$ cat src/rtl/mem_access_stage_pkg.sv
// Shared types for the MEM stage: memory op encoding, FSM states and
// data-cache request/response bundles.
package mem_access_stage_pkg;

    typedef enum logic [3:0] {
        MEM_NONE  = 4'd0,
        MEM_LD_B  = 4'd1,
        MEM_LD_H  = 4'd2,
        MEM_LD_W  = 4'd3,
        MEM_LD_BU = 4'd4,
        MEM_LD_HU = 4'd5,
        MEM_ST_B  = 4'd6,
        MEM_ST_H  = 4'd7,
        MEM_ST_W  = 4'd8
    } mem_op_t;

    typedef enum logic [1:0] {
        S_IDLE,
        S_REQ,
        S_WAIT,
        S_DRAIN
    } mem_state_t;

    // Exception vector bit raised on a misaligned access.
    localparam int unsigned EXCP_ALE_BIT = 8;

    typedef struct packed {
        logic        valid;
        logic        we;
        logic [3:0]  wstrb;
        logic [31:0] addr;
        logic [31:0] wdata;
    } dreq_t;

    typedef struct packed {
        logic        valid;
        logic [31:0] data;
    } dresp_t;

    function automatic logic op_is_load(mem_op_t op);
        return (op == MEM_LD_B) || (op == MEM_LD_H) || (op == MEM_LD_W) ||
               (op == MEM_LD_BU) || (op == MEM_LD_HU);
    endfunction

    function automatic logic op_is_store(mem_op_t op);
        return (op == MEM_ST_B) || (op == MEM_ST_H) || (op == MEM_ST_W);
    endfunction

    function automatic logic op_aligned(mem_op_t op, logic [1:0] off);
        logic ok;
        case (op)
            MEM_LD_H, MEM_LD_HU, MEM_ST_H: ok = (off[0] == 1'b0);
            MEM_LD_W, MEM_ST_W:            ok = (off == 2'b00);
            default:                       ok = 1'b1;
        endcase
        return ok;
    endfunction

endpackage

$ cat src/rtl/mem_access_stage_load_align.sv
// Extracts the addressed byte/half from a loaded word and sign- or
// zero-extends it according to the load op.
module mem_access_stage_load_align
    import mem_access_stage_pkg::*;
(
    input  logic [3:0]  op,
    input  logic [1:0]  offset,
    input  logic [31:0] word,
    output logic [31:0] data
);

    mem_op_t     ld_op;
    logic [7:0]  sel_b;
    logic [15:0] sel_h;

    assign ld_op = mem_op_t'(op);

    always_comb begin
        sel_b = word[7:0];
        case (offset)
            2'd0: sel_b = word[7:0];
            2'd1: sel_b = word[15:8];
            2'd2: sel_b = word[23:16];
            2'd3: sel_b = word[31:24];
            default: sel_b = word[7:0];
        endcase
        sel_h = offset[1] ? word[31:16] : word[15:0];
    end

    always_comb begin
        data = word;
        case (ld_op)
            MEM_LD_B:  data = {{24{sel_b[7]}}, sel_b};
            MEM_LD_BU: data = {24'd0, sel_b};
            MEM_LD_H:  data = {{16{sel_h[15]}}, sel_h};
            MEM_LD_HU: data = {16'd0, sel_h};
            default:   data = word;
        endcase
    end

endmodule

$ cat src/rtl/mem_access_stage.sv
// MEM pipeline stage: issues data-cache requests, aligns load data, raises
// ALE on misaligned accesses and stalls the pipeline until the access completes.
module mem_access_stage
    import mem_access_stage_pkg::*;
#(
    parameter int unsigned ALE_BIT = EXCP_ALE_BIT
) (
    input  logic        clk,
    input  logic        rst,
    input  logic        flush,
    input  logic        excp_flush,
    input  logic        ertn_flush,
    input  logic        valid_i,
    input  logic [31:0] pc_i,
    input  logic        excp_i,
    input  logic [9:0]  excp_num_i,
    input  logic [3:0]  mem_op_i,
    input  logic [31:0] addr_i,
    input  logic [31:0] st_data_i,
    input  logic        wreg_i,
    input  logic [4:0]  waddr_i,
    input  logic [31:0] wdata_i,
    output logic        dreq_valid_o,
    input  logic        dreq_ready_i,
    output logic        dreq_we_o,
    output logic [3:0]  dreq_wstrb_o,
    output logic [31:0] dreq_addr_o,
    output logic [31:0] dreq_wdata_o,
    input  logic        dresp_valid_i,
    input  logic [31:0] dresp_data_i,
    output logic        valid_o,
    output logic [31:0] pc_o,
    output logic        wreg_o,
    output logic [4:0]  waddr_o,
    output logic [31:0] wdata_o,
    output logic        excp_o,
    output logic [9:0]  excp_num_o,
    output logic        stallreq_o
);

    localparam logic [9:0] ALE_MASK = 10'(1) << ALE_BIT;

    mem_op_t     op;
    mem_state_t  state;
    mem_state_t  state_nxt;
    logic        any_flush;
    logic        is_load;
    logic        is_store;
    logic        aligned;
    logic        mem_op_ok;
    logic        misaligned;
    logic        mem_go;
    logic        req_valid;
    logic        stall;
    logic        out_valid;
    logic        use_load;
    logic [3:0]  strb;
    logic [31:0] st_word;
    logic [31:0] load_data;
    dreq_t       req;
    dresp_t      resp;

    assign op         = mem_op_t'(mem_op_i);
    assign any_flush  = flush | excp_flush | ertn_flush;
    assign is_load    = op_is_load(op);
    assign is_store   = op_is_store(op);
    assign aligned    = op_aligned(op, addr_i[1:0]);
    assign mem_op_ok  = valid_i & (is_load | is_store) & ~excp_i & aligned;
    assign misaligned = valid_i & (is_load | is_store) & ~excp_i & ~aligned;
    assign mem_go     = mem_op_ok & ~any_flush & (state == S_IDLE);
    assign resp       = {dresp_valid_i, dresp_data_i};

    mem_access_stage_load_align u_load_align (
        .op     (mem_op_i),
        .offset (addr_i[1:0]),
        .word   (resp.data),
        .data   (load_data)
    );

    always_comb begin
        strb    = '0;
        st_word = st_data_i;
        case (op)
            MEM_ST_B: begin
                strb    = 4'b0001 << addr_i[1:0];
                st_word = {4{st_data_i[7:0]}};
            end
            MEM_ST_H: begin
                strb    = 4'b0011 << addr_i[1:0];
                st_word = {2{st_data_i[15:0]}};
            end
            MEM_ST_W: strb = 4'hF;
            default:  strb = '0;
        endcase
    end

    always_ff @(posedge clk) begin
        if (rst) begin
            state <= S_IDLE;
        end else begin
            state <= state_nxt;
        end
    end

    // Upstream holds its inputs while stalled, so the request and the load
    // offset are taken straight from the inputs in every state.
    always_comb begin
        state_nxt = state;
        req_valid = mem_go | (state == S_REQ);
        stall     = 1'b0;
        out_valid = valid_i & ~any_flush;
        use_load  = 1'b0;
        case (state)
            S_IDLE: begin
                if (mem_go) begin
                    if (!dreq_ready_i) begin
                        state_nxt = S_REQ;
                        stall     = 1'b1;
                        out_valid = 1'b0;
                    end else if (is_load) begin
                        state_nxt = S_WAIT;
                        stall     = 1'b1;
                        out_valid = 1'b0;
                    end
                end
            end
            S_REQ: begin
                if (any_flush) begin
                    state_nxt = (dreq_ready_i && is_load) ? S_DRAIN : S_IDLE;
                end else if (!dreq_ready_i) begin
                    stall     = 1'b1;
                    out_valid = 1'b0;
                end else if (is_load) begin
                    state_nxt = S_WAIT;
                    stall     = 1'b1;
                    out_valid = 1'b0;
                end else begin
                    state_nxt = S_IDLE;
                end
            end
            S_WAIT: begin
                if (any_flush) begin
                    // A response coinciding with the flush is the one being dropped.
                    state_nxt = resp.valid ? S_IDLE : S_DRAIN;
                end else if (resp.valid) begin
                    state_nxt = S_IDLE;
                    use_load  = 1'b1;
                end else begin
                    stall     = 1'b1;
                    out_valid = 1'b0;
                end
            end
            S_DRAIN: begin
                if (resp.valid) begin
                    state_nxt = S_IDLE;
                end
                if (mem_op_ok && !any_flush) begin
                    stall     = 1'b1;
                    out_valid = 1'b0;
                end
            end
            default: state_nxt = S_IDLE;
        endcase
    end

    always_comb begin
        req = '0;
        if (req_valid) begin
            req.valid = 1'b1;
            req.we    = is_store;
            req.wstrb = strb;
            req.addr  = {addr_i[31:2], 2'b00};
            req.wdata = st_word;
        end
    end

    assign dreq_valid_o = ~rst & req.valid;
    assign dreq_we_o    = ~rst & req.we;
    assign dreq_wstrb_o = rst ? '0 : req.wstrb;
    assign dreq_addr_o  = rst ? '0 : req.addr;
    assign dreq_wdata_o = rst ? '0 : req.wdata;

    assign valid_o    = ~rst & out_valid;
    assign pc_o       = rst ? '0 : pc_i;
    assign wreg_o     = ~rst & wreg_i & ~misaligned;
    assign waddr_o    = rst ? '0 : waddr_i;
    assign wdata_o    = rst ? '0 : (use_load ? load_data : wdata_i);
    assign excp_o     = ~rst & (excp_i | misaligned);
    assign excp_num_o = rst ? '0 : (misaligned ? (excp_num_i | ALE_MASK) : excp_num_i);
    assign stallreq_o = ~rst & stall;

endmodule

$ cat config.mk
export PLATFORM = sky130hd
export DESIGN_NAME = mem_access_stage
export DESIGN_NICKNAME = d
export VERILOG_FILES = /design/src/rtl/mem_access_stage_pkg.sv /design/src/rtl/mem_access_stage_load_align.sv /design/src/rtl/mem_access_stage.sv
export SDC_FILE = /design/constraint.sdc
export NUM_CORES = 1
export LEC_CHECK = 0
export BUFFER_PORTS_ARGS = -buffer_cell sky130_fd_sc_hd__buf_2
export CAP_MARGIN = 10
export CORE_AREA = 2 2 132 134
export CTS_BUF_LIST = sky130_fd_sc_hd__clkbuf_4
export DETAILED_ROUTE_END_ITERATION = 10
export DIE_AREA = 0 0 134 136
export GPL_ROUTABILITY_DRIVEN = 0
export SYNTH_ARGS = -nofsm -noshare
export SYNTH_HDL_FRONTEND = slang
export SYNTH_SLANG_ARGS = --single-unit
$ cat constraint.sdc
create_clock -name clk -period 3.05 [get_ports clk]
set_clock_uncertainty 0.1 [all_clocks]
set_input_delay 0 -clock clk [delete_from_list [all_inputs] [get_ports clk]]
set_output_delay 0 -clock clk [all_outputs]
set_load 0.02 [all_outputs]
---- After elaboration in Yosys (flattened, before gate mapping) ----
Cells that the tools add are included.
operators by class
  reductions and logical operators ........ 14
  shift-type cells ........................ 2
  multiplexer cells ....................... 46
  equal/unequal tests ..................... 17
  bitwise gates (word level) .............. 25
operators by type and width
  kind                count
  $mux 32             5
  $pmux 32 s4         1
  $mux 70             1
  $pmux 32 s2         1
  $pmux 8 s4          1
  $mux 2              10
  $mux 1              17
  $eq 4x3->1 const B  4
  $mux 16             1
  $and 1x1->1         14
  $pmux 4 s3          1
  $mux 10             1
  $mux 9              1
  $eq 2x2->1 const B  4
  $eq 4x2->1 const B  2
  $pmux 1 s4          2
  $pmux 2 s4          1
  $logic_or 1x1->1    6
  $ne 3x3->1 const B  2
  $not 1->1           6
  $mux 5              1
  $or 1x1->1          5
  $eq 2x1->1 const B  2
  $eq 4x1->1 const B  1
  12 further kinds    14
storage, ports and cells
  register bits ........................... 2
  word-level logic and storage cells ...... 105
  output and inout port bits .............. 153
  input port bits ......................... 189

---- Depth between registers and ports, before layout ----
Gate-level depths: netlist (run 1).
  depth in word-level cells ............... 14
  gate-level depth with buffers ........... 8
  gate-level depth less buffers ........... 5

---- Modules after synthesis ----
Synthesis (run 1) repeated with hierarchy kept, for this count alone.
second synthesis, totals
  cells, all modules ...................... 469
  area total of the unflattened synthesis .. 2922.8 um2
modules (own cells, without submodules)
  module                       sequential area each (um2)  area each (um2)  cells an instance  instances
  mem_access_stage             40.0                        2102.0           364                1
  mem_access_stage_load_align  0.0                         820.8            105                1

---- Worst setup path after synthesis (run 1) ----
No wires, ideal clock.
  kind .................................... register to output
  start point ............................. reg state[1]
  end point ............................... out wdata_o[3]
  required time ........................... 2950 ps
  buffers on the path ..................... 2
  setup slack ............................. 1241 ps
  arrival time ............................ 1709 ps
  stages on the path, launching flop included .. 7
  cells stage by stage .................... dfxtp_1 nor2b_1 and3_1 clkbuf_1 clkbuf_1 o221ai_1 a21oi_1
on the way
  cells in the longest elaborated chain, start to end .. 4
RTL lines
  what                      line                     text
  start: declaration        mem_access_stage.sv:44   mem_state_t state;
  start signal: assignment  mem_access_stage.sv:101  state <= state_nxt;
  $eq 2x2->1                mem_access_stage.sv:113  case (state)
  $mux 1                    mem_access_stage.sv:113
  $mux 32 (2 in a row)      mem_access_stage.sv:187  assign wdata_o = rst ? '0 : (use_load ? load_data : wdata_i);
  end: declaration          mem_access_stage.sv:35   output logic [31:0] wdata_o,
Every way passes these cells.

---- Worst setup path in the final report (run 1) ----
  start point ............................. reg state[1]
  end point ............................... out wdata_o[12]
Same word-level chain as after synthesis.

==> reports/results.env, run 1 <==
CRITICAL_PATH.SLOWEST_CELL='nor2_1'
POSTSYNTHREGISTERBITS=2
CRITICAL_PATH.STARTPOINT_TYPE='register'
FILLERINSTANCES=1883
MAX_CLOCK_FREQ_GHz=0.418
CRIT_PATH_END_KIND='output pin'
CTS_BUFFER_DEPTH=2
HOLD_CLASS='input port to register'
FINALHOLDVIOLCOUNT=0
IO_BUFFERS=339
MAXIMUM_NUMBER_OF_PINS_ON_ONE_NET_BEFORE_GLOBAL_ROUTE_REPAIR=64
FIN_SETUP_TNS_NS=0
WORST_SKEW_LATE_LATENCY_NS=0.22
FINAL_NETS=943
DR.FIRST_ITER.DRC_COUNT=414
POST_DRT_WL_PER_CELL_UM=15.7
DRV.MAX_CAP_VIOLATION_COUNT=0
VIA_COUNT=4501
FINAL-SETUP-VIOL-COUNT=0
ROOT_DRIVER='clkbuf_4'
WHS_PATH_DEPTH=4
CTS_TREE='done'
CP_DATA_REQUIRED_TIME_NS=2.95
CTS_MADE_BUFFERS=3
CTS_HTREE_LEVELS=1
DIEAREA_SQ_UM=18200
LARGEST_REGISTERS='state (2)'
LARGEST_REGISTER='state'
SYNTHESIS.INSTANCES=441
DRC=0
SYN-MEAN-INSTANCE-AREA_SQ_UM=5.93
AREA_GROWTH_SYN_TO_LAYOUT_PCT=73.3
CRITICAL_PATH.MAX_STAGE_DELAY_NS=0.50
CTS_SETUP_BUFFERS=0
GRT.TOTAL_USAGE_PCT=14.9
PERIOD_SHARE_PCT=78.5
CTS_SINKS=2
MAXSLEWVIOLCOUNT=0
POWER.DENSITY_CELL_AREA_nW_PER_UM2=133
FRACTION_OF_THE_YOSYS_AREA_TAKEN_BY_SEQUENTIAL_CELLS_PCT=1.53
IOPINCOUNT=342
RELSLEWSLACK_PCT=45.7
LEAKAGE_nW=2.70
PATH_CLK_SLEW_NS=0.03
CRIT_FANOUT=11
CORE_AREA_SQ_UM=16900
WL_MM=15.3
TIMING_WORST_SETUP_PATH_TYPE='register to output pin'
POST-ROUTE-MIN-PERIOD_NS=2.39
DETAIL-ROUTE-ANTENNA-NETS=0
DIE_W_UM=134
HPWL_MM=13.0
VIAS_PER_CELL=4.60
YS_TYPES=46
FIN_WS_NS=0.656
NUM_ROWS=48
VIA_COUNT_OF_THE_FIRST_GLOBAL_ROUTING_PASS=3847
FIRST_PASS_ITERS=7
CHIPHEIGHT_UM=136
SYNTH_ASYNC_SR_FLOP_SHARE_PCT=0
WORST_SLACK_PLACED_NS=0.346
UNREPAIRED_SETUP_ENDPOINTS_AFTER_GLOBAL_ROUTING='false'
WORST_SLEW_PIN_SLEW_NS=0.805
SYNTHESIS.AREA_SQ_UM=2620
GRT_ANTENNA_BEFORE_REPAIR=1
WORSTPATHCELLLIST='nor2b_1 > nand3_1 > buf_4 > nor2_1 > a22oi_1 > a21oi_1 > buf_2'
VDD_DROP_MAX_mV=0.0722
SYNTH_EDF_COUNT=0
LAYOUT-DRIVE-GT1-SHARE_PCT=48.4
GRT.OVERFLOW.TOTAL=0
EFFECTIVE_UTILIZATION_AT_FLOORPLAN_PCT=15.5
GRT_PASS1_WL_MM=21.5
POSTCTSRESIZEDCELLS=0
WORST-ENDPOINT-ARRIVAL_NS=2.29
LARGEST_REGISTER_FF_COUNT=2
R2R_CELLS=5
SYNTHESIS.YOSYS.WARNINGS=0
OUTCOME='complete, no violations'
CTS_HOLD_REPAIR.BUFFERS=0
SYNTH_FLOP_CELL='dfxtp_1'
[worst paths after layout]
path | startpoint | end | slack (ns)
setup / recovery | state[1]$_SDFFE_PP0P_ | wdata_o[12] | 0.66
setup reg to reg | state[1]$_SDFFE_PP0P_ | state[0]$_SDFFE_PP0P_ | 1.80
hold reg to reg | state[0]$_SDFFE_PP0P_ | state[0]$_SDFFE_PP0P_ | 0.49
hold / removal | dreq_ready_i | state[0]$_SDFFE_PP0P_ | 0.06
[power by group]
part	internal, W	switching, W	total, W
sequential	0.0000265	0.000000330	0.0000269
clock	0.0000434	0.0000153	0.0000587
combinational	0.000212	0.000306	0.000518
total	0.000282	0.000321	0.000603
[cell usage in the layout, fill, tap and decap left out, types with 3 or more instances in the layout]
master / count
nor2_1: 43
mux2i_1: 34
buf_4: 14
buf_2: 339
inv_1: 9
o221ai_1: 7
or3_1: 3
o211ai_1: 16
nand3_1: 3
clkbuf_4: 3
a21oi_1: 60
and3_1: 43
a21o_1: 3
nor2b_1: 50
a22oi_1: 8
nor3_1: 10
o21ai_0: 33
nand2_1: 37
[metal layers]
| layer | routed length (um) | global-route usage (%) |
|---|---|---|
| met5 | 0 | 0 |
| met4 | 12 | 1.00 |
| met3 | 975 | 1.45 |
| met2 | 7690 | 25.8 |
| met1 | 6660 | 20.8 |
[kinds of logic after synthesis]
group	after synthesis	share of synthesized area [%]
simple gates	204	41.1
compound gates	143	33.9
buf+inv	56	9.90
mux	34	13.0
flops	2	1.53
xor+xnor	1	0.335
other cells	1	0.143
[worst max-delay path, delay by kind of cell (launching register included)]
kind,cells,cell delay [ns]
AND/OR/NAND/NOR,3,0.79
flip-flops,1,0.47
buffers and inverters,2,0.41
AO/OA/AOI/OAI,2,0.41
[Yosys cell counts (2+ instances only)]
master	instances	share of area [%]
inv_1	9	1.3
buf_2	9	1.7
nor2_1	44	6.3
o211ai_1	16	4.6
clkbuf_1	30	4.3
o221ai_1	7	2.3
a21o_1	3	0.86
nand2b_1	2	0.48
dfxtp_1	2	1.5
a22oi_1	8	2.3
a32oi_1	2	0.67
nand2_1	37	5.3
a21oi_1	60	11
nor3_1	11	2.1
buf_4	4	1.1
mux2i_1	34	13
o31ai_1	2	0.57
buf_6	3	1.3
nor2b_1	50	12
or3_1	3	0.72
and3_1	43	10
a211oi_1	2	0.57
o21ai_0	33	6.3
and3b_1	2	0.67
nand3b_1	2	0.57
nand3_1	3	0.57
[metrics by stage]
| step | hold slack (ns) | instances | utilization (%) | instance area (sq um) | total power [W] |
|---|---|---|---|---|---|
| floorplan | 0.0664 | 442 | - | 2620 | 0.000302 |
| global placement | 0.233 | 973 | 26.6 | 4490 | 0.000545 |
| detailed placement | 0.231 | 973 | 26.6 | 4490 | 0.000545 |
| CTS | 0.0449 | 976 | 26.8 | 4520 | 0.000610 |
| global route | 0.111 | 978 | 26.9 | 4530 | 0.000656 |
| finish | 0.0565 | 978 | 26.9 | 4530 | 0.000603 |
[cell type report]
class | instances | area (sq um) | area share [%]
timing repair buffer | 354 | 1820 | 40.1
multi-input combinational | 384 | 2340 | 51.5
antenna | 1 | 2.50 | 0.0552
sequential | 2 | 40.0 | 0.883
tap | 225 | 282 | 6.21
inverter | 9 | 33.8 | 0.745
clock buffer | 3 | 22.5 | 0.497
Note: power is estimated with default switching activity, not from simulation.
==> inputs of run 2 (changes only) <==
--- a/config.mk
+++ b/config.mk
@@ -7,10 +7,10 @@
 export LEC_CHECK = 0
 export BUFFER_PORTS_ARGS = -buffer_cell sky130_fd_sc_hd__buf_2
 export CAP_MARGIN = 10
-export CORE_AREA = 2 2 132 134
+export CORE_AREA = 2 2 133 135
 export CTS_BUF_LIST = sky130_fd_sc_hd__clkbuf_4
 export DETAILED_ROUTE_END_ITERATION = 10
-export DIE_AREA = 0 0 134 136
+export DIE_AREA = 0 0 135 137
 export GPL_ROUTABILITY_DRIVEN = 0
 export SYNTH_ARGS = -nofsm -noshare
 export SYNTH_HDL_FRONTEND = slang
==> constraint.sdc (replaced) <==
create_clock -name clk -period 2.1 [get_ports clk]
set_clock_uncertainty 0.1 [all_clocks]
set_input_delay 0 -clock clk [delete_from_list [all_inputs] [get_ports clk]]
set_output_delay 0 -clock clk [all_outputs]
set_load 0.02 [all_outputs]
==> run 2 against run 1 <==
Non-clock buffer count grew 15. Clock-buffer cell count unchanged. Register-to-register slack lost 0.93 ns. Die area increased by 1.5%. Setup slack got worse by 0.55 ns. Sequential share of layout area hardly changed. Final cell count rose by 1.4%. Critical path depth grew 1. Flip-flop and latch count unchanged. Power up 49%. Via count up 0.33%. Global-route usage down 0.23 points. Highest routed layer unchanged.
==> reports/results.env, run 2 (synthesized netlist as in run 1, its figures left out) <==
CRIT_FANOUT=39  # +28
LARGEST_REGISTERS='state (2)'
GLOBALROUTEMET1UTIL_PCT=19.1  # -1.7 points
CTS_SINKS=2  # unchanged
POST_DRT_WL_PER_CELL_UM=15.4  # -1.8%
CORE_AREA_SQ_UM=17100  # +1.1%
HOLD_CLASS='input port to register'
MIN_DELAY_SRC='dresp_valid_i'
RELSLEWSLACK_PCT=58.0  # +12 points
MOSTFREQUENTLAYOUTCELLS='339 x buf_2, 60 x a21oi_1, 50 x nor2b_1'
FINISH.UTILIZATION_PCT=27.4  # +0.53 points
LAYOUT-DRIVE-GT1-SHARE_PCT=49.5  # +1.1 points
PATH_CLK_SLEW_NS=0.03  # about the same
DIEAREA_SQ_UM=18500  # +1.5%
CTS_HOLD_REPAIR.BUFFERS=0  # unchanged
WL_MM=15.3  # -0.38%
DETAIL-ROUTE-ANTENNA-NETS=0  # unchanged
EFFECTIVE_UTILIZATION_AT_FLOORPLAN_PCT=15.3  # -0.16 points
LARGEST_REGISTER_FF_COUNT=2  # unchanged
POWER_FRAC_COMB_PCT=85.8  # about the same
CHIPHEIGHT_UM=137  # +0.74%
POWER.TOTAL_W=0.000899  # +49%
VIAS_PER_CELL=4.55  # -1.1%
LARGEST_REGISTER='state'
DR.FIRST_ITER.DRC_COUNT=226  # -45%
DRC=0  # unchanged
INTERNAL_POWER_W=0.000427  # +51%
MAXIMUM_NUMBER_OF_PINS_ON_ONE_NET_BEFORE_GLOBAL_ROUTE_REPAIR=49  # -23%
TOP_USAGE_LAYER='met2'
DRV.MAX_CAP_VIOLATION_COUNT=0  # unchanged
GRT_PASS1_WL_MM=21.6  # about the same
REG2REG_FROM='state[1]$_SDFFE_PP0P_'
PERIOD_SHARE_PCT=94.9
SHARE_SEQ_OF_TOTAL_POWER_PCT=4.3  # about the same
POWER_SWITCHING_SHARE_PCT=52.6  # -0.70 points
CTS_BUFFER_DEPTH=2  # unchanged
UNREPAIRED_SETUP_ENDPOINTS_AFTER_GLOBAL_ROUTING='true'
FIN_SETUP_TNS_NS=0  # unchanged
NUM_ANTENNA_CELLS=0  # -1
POWER.DENSITY_CELL_AREA_nW_PER_UM2=193  # +45%
OUTCOME='complete, no violations'
DIE_W_UM=135  # +0.75%
FINALHOLDVIOLCOUNT=0  # unchanged
FILLERINSTANCES=1929  # +2.4%
TIMING.CRITICAL_PATH.FROM='mem_op_i[3]'
IOPINCOUNT=342  # unchanged
IO_BUFFERS=339  # unchanged
VIA_COUNT_OF_THE_FIRST_GLOBAL_ROUTING_PASS=3964  # +3.0%
HPWL_MM=12.5  # -3.3%
VIA_COUNT=4516  # +0.33%
CLOCKPOWERSHARE_PCT=9.9  # +0.2 points
LAYOUT_COMMONEST_CELL='buf_2'
CP_DATA_REQUIRED_TIME_NS=2.00  # -0.95 ns
WORST_SLEW_PIN_SLEW_NS=0.628  # -0.177 ns
MAX_CLOCK_FREQ_GHz=0.502
CRIT_PATH_END_KIND='output pin'
CTS_HTREE_LEVELS=1  # unchanged
WORST-ENDPOINT-ARRIVAL_NS=1.89  # -0.40 ns
FIRST_PASS_ITERS=5  # -2
CTS_TREE='done'
ROOT_DRIVER='clkbuf_4'
AREA_GROWTH_SYN_TO_LAYOUT_PCT=78.7
NUM_ROWS=48  # unchanged
VDD_DROP_MAX_mV=0.0892  # +24%
FINAL-SETUP-VIOL-COUNT=0  # unchanged
GRT_ANTENNA_BEFORE_REPAIR=0  # -1
LEAKAGE_nW=2.78  # +3.1%
MAXSLEWVIOLCOUNT=0  # unchanged
GRT.TOTAL_USAGE_PCT=14.7  # -0.23 points
GRT.MET2_USAGE_PCT=26.8  # +1.0 points
CRITICAL_PATH.STARTPOINT_TYPE='input port'
POST-PLACE-CELLS=989  # +1.6%
CTS_MADE_BUFFERS=3  # unchanged
FINAL_NETS=958  # +1.6%
CTS_SETUP_BUFFERS=0  # unchanged
POST-ROUTE-MIN-PERIOD_NS=1.99
MET3_USAGE_PCT=1.52  # +0.064 points
POST_LAYOUT_NONFILLER_INSTANCES=992  # +1.4%
WORST_SKEW_LATE_LATENCY_NS=0.23  # about the same
MULTI_INPUT_COMB_AREA_SQ_UM=2350  # +0.48%
POWER.NET_SWITCHING_W=0.000473  # +47%
GRT.OVERFLOW.TOTAL=0  # unchanged
TIMING_WORST_SETUP_PATH_TYPE='input port to output pin'
SEQ_AREA_SQ_UM=40.0  # unchanged
run 2: changes by cell type in the layout (fill, tap and decap cells not counted), sizes merged:
cell   delta
diode     -1
buf      +15
run 2: layout make-up:
cell class                      instances  area share [%]
Tap cell                              225            6.03
Clock buffer                            3           0.482
Multi-Input combinational cell        384            50.2
Sequential cell                         2           0.857
Timing Repair Buffer                  369            41.7
Inverter                                9           0.723
run 2: timing repair:
item,in CTS,in global routing
hold endpoints to repair,0,0
gates resized for setup,0,2
setup endpoints to repair,0,53
run 2: power by group through the flow:
stage	logic [W]	clock network [W]	registers [W]
after floorplan	0.000400	0	0.0000393
after global placement	0.000768	0	0.0000391
after detailed placement	0.000771	0	0.0000391
after CTS	0.000774	0.0000931	0.0000386
after global routing	0.000844	0.0000928	0.0000386
final	0.000772	0.0000887	0.0000386
run 2: worst paths after layout:
kind	slack, ns	to	cells past startpoint
setup / recovery	0.11	dreq_addr_o[12]	8
hold / removal	0.05	state[1]$_SDFFE_PP0P_	4
setup reg to reg	0.87	state[1]$_SDFFE_PP0P_	5
hold reg to reg	0.55	state[0]$_SDFFE_PP0P_	3
run 2: per-layer routing:
metal	part of all wire (%)	wire (um)	vias up
met5	0	0	-
met2	52	7880	215
met3	5.9	897	4
met1	42	6470	2062
met4	0.18	28	0
li1	-	-	2235
run 2: through the flow:
| stage | area (sq um) | setup slack (ns) | hold slack, ns |
|---|---|---|---|
| after detailed placement | 4640 | 0.0607 | 0.233 |
| final | 4670 | 0.107 | 0.0542 |
| after global routing | 4670 | -0.00834 | 0.0859 |
| after global placement | 4640 | 0.0945 | 0.231 |
| after CTS | 4660 | 0.0501 | 0.0455 |
| after floorplan | 2620 | 0.291 | 0.0664 |
run 2: critical path, cell delays in order:
cell     delay, ns
buf_2         0.12
buf_4         0.25
or4b_1        0.54
o32ai_4       0.23
o31ai_4       0.11
buf_4         0.26
and3_1        0.21
buf_2         0.16
==> inputs of run 3 (changes only) <==
--- a/config.mk
+++ b/config.mk
@@ -5,12 +5,12 @@
 export SDC_FILE = /design/constraint.sdc
 export NUM_CORES = 1
 export LEC_CHECK = 0
-export BUFFER_PORTS_ARGS = -buffer_cell sky130_fd_sc_hd__buf_2
 export CAP_MARGIN = 10
-export CORE_AREA = 2 2 133 135
+export CORE_AREA = 2 2 134 136
 export CTS_BUF_LIST = sky130_fd_sc_hd__clkbuf_4
 export DETAILED_ROUTE_END_ITERATION = 10
-export DIE_AREA = 0 0 135 137
+export DIE_AREA = 0 0 136 138
+export DONT_BUFFER_PORTS = 1
 export GPL_ROUTABILITY_DRIVEN = 0
 export SYNTH_ARGS = -nofsm -noshare
 export SYNTH_HDL_FRONTEND = slang
==> run 3 against run 2 <==
Final cell count down 27%. Utilization decreased by 7.7 points. Die area grew 1.5%. Combinational power is 35% lower. Hold slack got worse by 0.054 ns. Critical path type is now register to output pin. Largest cell class unchanged. Largest power group unchanged. Highest routed layer is now met5.
==> reports/results.env, run 3 (synthesized netlist as in run 1, its figures left out) <==
CTS_BUFFER_DEPTH=2  # unchanged
IO_BUFFERS=0  # -100%
DR.FIRST_ITER.DRC_COUNT=386  # +71%
LAYOUT_COMMONEST_CELL='buf_4'
PERIOD_SHARE_PCT=91.7  # -3.2 points
VIAS_PER_CELL=5.06  # +11%
CP_DATA_REQUIRED_TIME_NS=2.00  # about the same
INTERNAL_POWER_W=0.000292  # -32%
PLACE_AREA_SQ_UM=3340  # -28%
AREA_GROWTH_SYN_TO_LAYOUT_PCT=31.9
CTS_SINKS=2  # unchanged
WL_MM=14.3  # -6.3%
WORST-ENDPOINT-ARRIVAL_NS=1.83  # -0.06 ns
MAXSLEWVIOLCOUNT=0  # unchanged
CRITICAL_PATH.MAX_STAGE_DELAY_NS=0.40  # -0.14 ns
POST-ROUTE-MIN-PERIOD_NS=1.93  # -0.0669 ns
MOST_PREVALENT_STANDARD_CELL_ON_THE_CRITICAL_PATH='buf_4'
FINAL-SETUP-VIOL-COUNT=0  # unchanged
OUTCOME='complete, no violations'
R2R_CELLS=7  # +2
RELSLEWSLACK_PCT=54.7  # -3.4 points
REG2REG_SETUP_SLACK_NS=0.44  # -0.43 ns
POWER_SWITCHING_SHARE_PCT=53.9  # +1.3 points
LARGEST_REGISTERS='state (2)'
WORST_SKEW_LATE_LATENCY_NS=0.23  # about the same
CTS_SETUP_BUFFERS=0  # unchanged
POWER_FRAC_COMB_PCT=79.7  # -6.1 points
NUM_ROWS=49  # +2.1%
MAXIMUM_NUMBER_OF_PINS_ON_ONE_NET_BEFORE_GLOBAL_ROUTE_REPAIR=44  # -10%
CRIT_PATH_END_KIND='output pin'
CRIT_FANOUT=9  # -77%
DIE_W_UM=136  # +0.74%
FIN_AREA_SQ_UM=3450  # -26%
HPWL_MM=11.5  # -8.0%
WORSTPATHCELLLIST='nor2b_1 > and3_1 > buf_4 > o221ai_1 > a21oi_1 > buf_4'
CTS_HOLD_REPAIR.BUFFERS=6  # +6
DETAIL-ROUTE-ANTENNA-NETS=0  # unchanged
DRV.MAX_CAP_VIOLATION_COUNT=0  # unchanged
GRT_ANTENNA_BEFORE_REPAIR=4  # +4
UNREPAIRED_SETUP_ENDPOINTS_AFTER_GLOBAL_ROUTING='false'
CLOCKPOWERSHARE_PCT=14.2  # +4.3 points
DIEAREA_SQ_UM=18800  # +1.5%
FIN_SETUP_TNS_NS=0  # unchanged
HOLD-PATH-ENDPOINT='pc_o[16]'
WORST_SLEW_PIN_SLEW_NS=0.673  # +0.0446 ns
TIMING.CRITICAL_PATH.FROM='state[1]$_SDFFE_PP0P_'
LARGEST_REGISTER_FF_COUNT=2  # unchanged
POWER.TOTAL_W=0.000633  # -30%
MIN_DELAY_SRC='rst'
VIA_COUNT=3650  # -19%
CTS_MADE_BUFFERS=3  # unchanged
CORE_AREA_SQ_UM=17500  # +2.8%
SEQ_AREA_SQ_UM=40.0  # unchanged
CRITICAL_PATH.REG2REG.ENDPOINT='state[1]$_SDFFE_PP0P_'
EFFECTIVE_UTILIZATION_AT_FLOORPLAN_PCT=14.9  # -0.42 points
MOSTFREQUENTLAYOUTCELLS='83 x buf_4, 60 x a21oi_1, 50 x nor2b_1'
CRITICAL_PATH.SLOWEST_CELL='and3_1'
POWER.DENSITY_CELL_AREA_nW_PER_UM2=183  # -4.7%
FILLERINSTANCES=2054  # +6.5%
CHIPHEIGHT_UM=138  # +0.73%
ROOT_DRIVER='clkbuf_4'
HOLD_CLASS='input port to output pin'
DRC=0  # unchanged
POST_DRT_WL_PER_CELL_UM=19.9  # +29%
CTS_TREE='done'
MAX_CLOCK_FREQ_GHz=0.519  # +3.5%
VIA_COUNT_OF_THE_FIRST_GLOBAL_ROUTING_PASS=3203  # -19%
POSTCTSRESIZEDCELLS=0  # unchanged
SHARE_SEQ_OF_TOTAL_POWER_PCT=6.1  # +1.8 points
LEAKAGE_nW=1.59  # -43%
MULTI_INPUT_COMB_AREA_SQ_UM=2340  # -0.48%
FINAL_NETS=680  # -29%
LAYOUT-DRIVE-GT1-SHARE_PCT=19.4  # -30 points
IOPINCOUNT=342  # unchanged
CRITICAL_PATH.STARTPOINT_TYPE='register'
GRT.OVERFLOW.TOTAL=0  # unchanged
GRT.TOTAL_USAGE_PCT=13.7  # -1.0 points
TIMING_WORST_SETUP_PATH_TYPE='register to output pin'
LARGEST_REGISTER='state'
WHS_PATH_DEPTH=1  # -3
POWER.NET_SWITCHING_W=0.000341  # -28%
POST_LAYOUT_NONFILLER_INSTANCES=721  # -27%
GRT_PASS1_WL_MM=19.7  # -8.7%
VDD_DROP_MAX_mV=0.0728  # -18%
REG2REG_FROM='state[1]$_SDFFE_PP0P_'
FIRST_PASS_ITERS=5  # unchanged
POST-PLACE-CELLS=708  # -28%
PATH_CLK_SLEW_NS=0.03  # about the same
FINALHOLDVIOLCOUNT=0  # unchanged
CTS_HTREE_LEVELS=1  # unchanged
==> run 3: cell count changes in the layout (fill, tap and decap cells not counted), moves of 3 or more <==
| cell | delta |
|---|---|
| buf_4 | +55 |
| dlygate4sd3_1 | +6 |
| diode_2 | +3 |
| buf_2 | -339 |
==> run 3: critical path: cells and delay by family (launching register included) <==
| kind | cells | cell delay (ns) |
|---|---|---|
| buf+inv | 2 | 0.39 |
| compound gates | 2 | 0.33 |
| simple gates | 2 | 0.56 |
| flops | 1 | 0.31 |
==> run 3: power by group through the flow <==
stage          clock network [W]  registers [W]  logic (W)
2_1_floorplan                  0      0.0000393   0.000400
5_1_grt                0.0000926      0.0000386   0.000539
4_1_cts                0.0000904      0.0000386   0.000503
3_5_place_dp                   0      0.0000391   0.000478
3_3_place_gp                   0      0.0000391   0.000475
6_report               0.0000897      0.0000386   0.000504
==> run 3: how the worst max path moves through the flow <==
stage | to | slack (ns) | cells past startpoint
4_1_cts | wdata_o[2] | 0.15 | 6
5_1_grt | wdata_o[2] | 0.06 | 6
2_1_floorplan | wdata_o[3] | 0.29 | 6
3_3_place_gp | wreg_o | 0.36 | 4
6_report | wdata_o[2] | 0.17 | 6
3_5_place_dp | wreg_o | 0.30 | 4
==> run 3: final cells by class <==
| type | count | area share [%] |
|---|---|---|
| diodes | 3 | 0.218 |
| multi-input cells | 384 | 67.7 |
| well taps | 229 | 8.31 |
| flip-flops and latches | 2 | 1.16 |
| inverters | 9 | 0.979 |
| repair buffers | 91 | 21.0 |
| clock buffers | 3 | 0.653 |
==> run 3: routing by layer <==
layer | up-vias | track usage [%] | routed length [um]
met2 | 228 | 22.4 | 6810
met3 | 18 | 2.46 | 1280
met4 | 2 | 3.84 | 284
met5 | - | 0 | 13
li1 | 1686 | - | -
met1 | 1716 | 18.2 | 5930
==> run 3: stage by stage <==
stage | setup WS [ns] | utilization (%) | hold WS (ns)
floorplan | 0.291 | - | 0.0664
global placement | 0.355 | 19.0 | -0.0135
detailed placement | 0.300 | 19.0 | -0.0148
CTS | 0.148 | 19.6 | 0.000872
global route | 0.0647 | 19.7 | 0.00141
finish | 0.174 | 19.7 | 0.000449
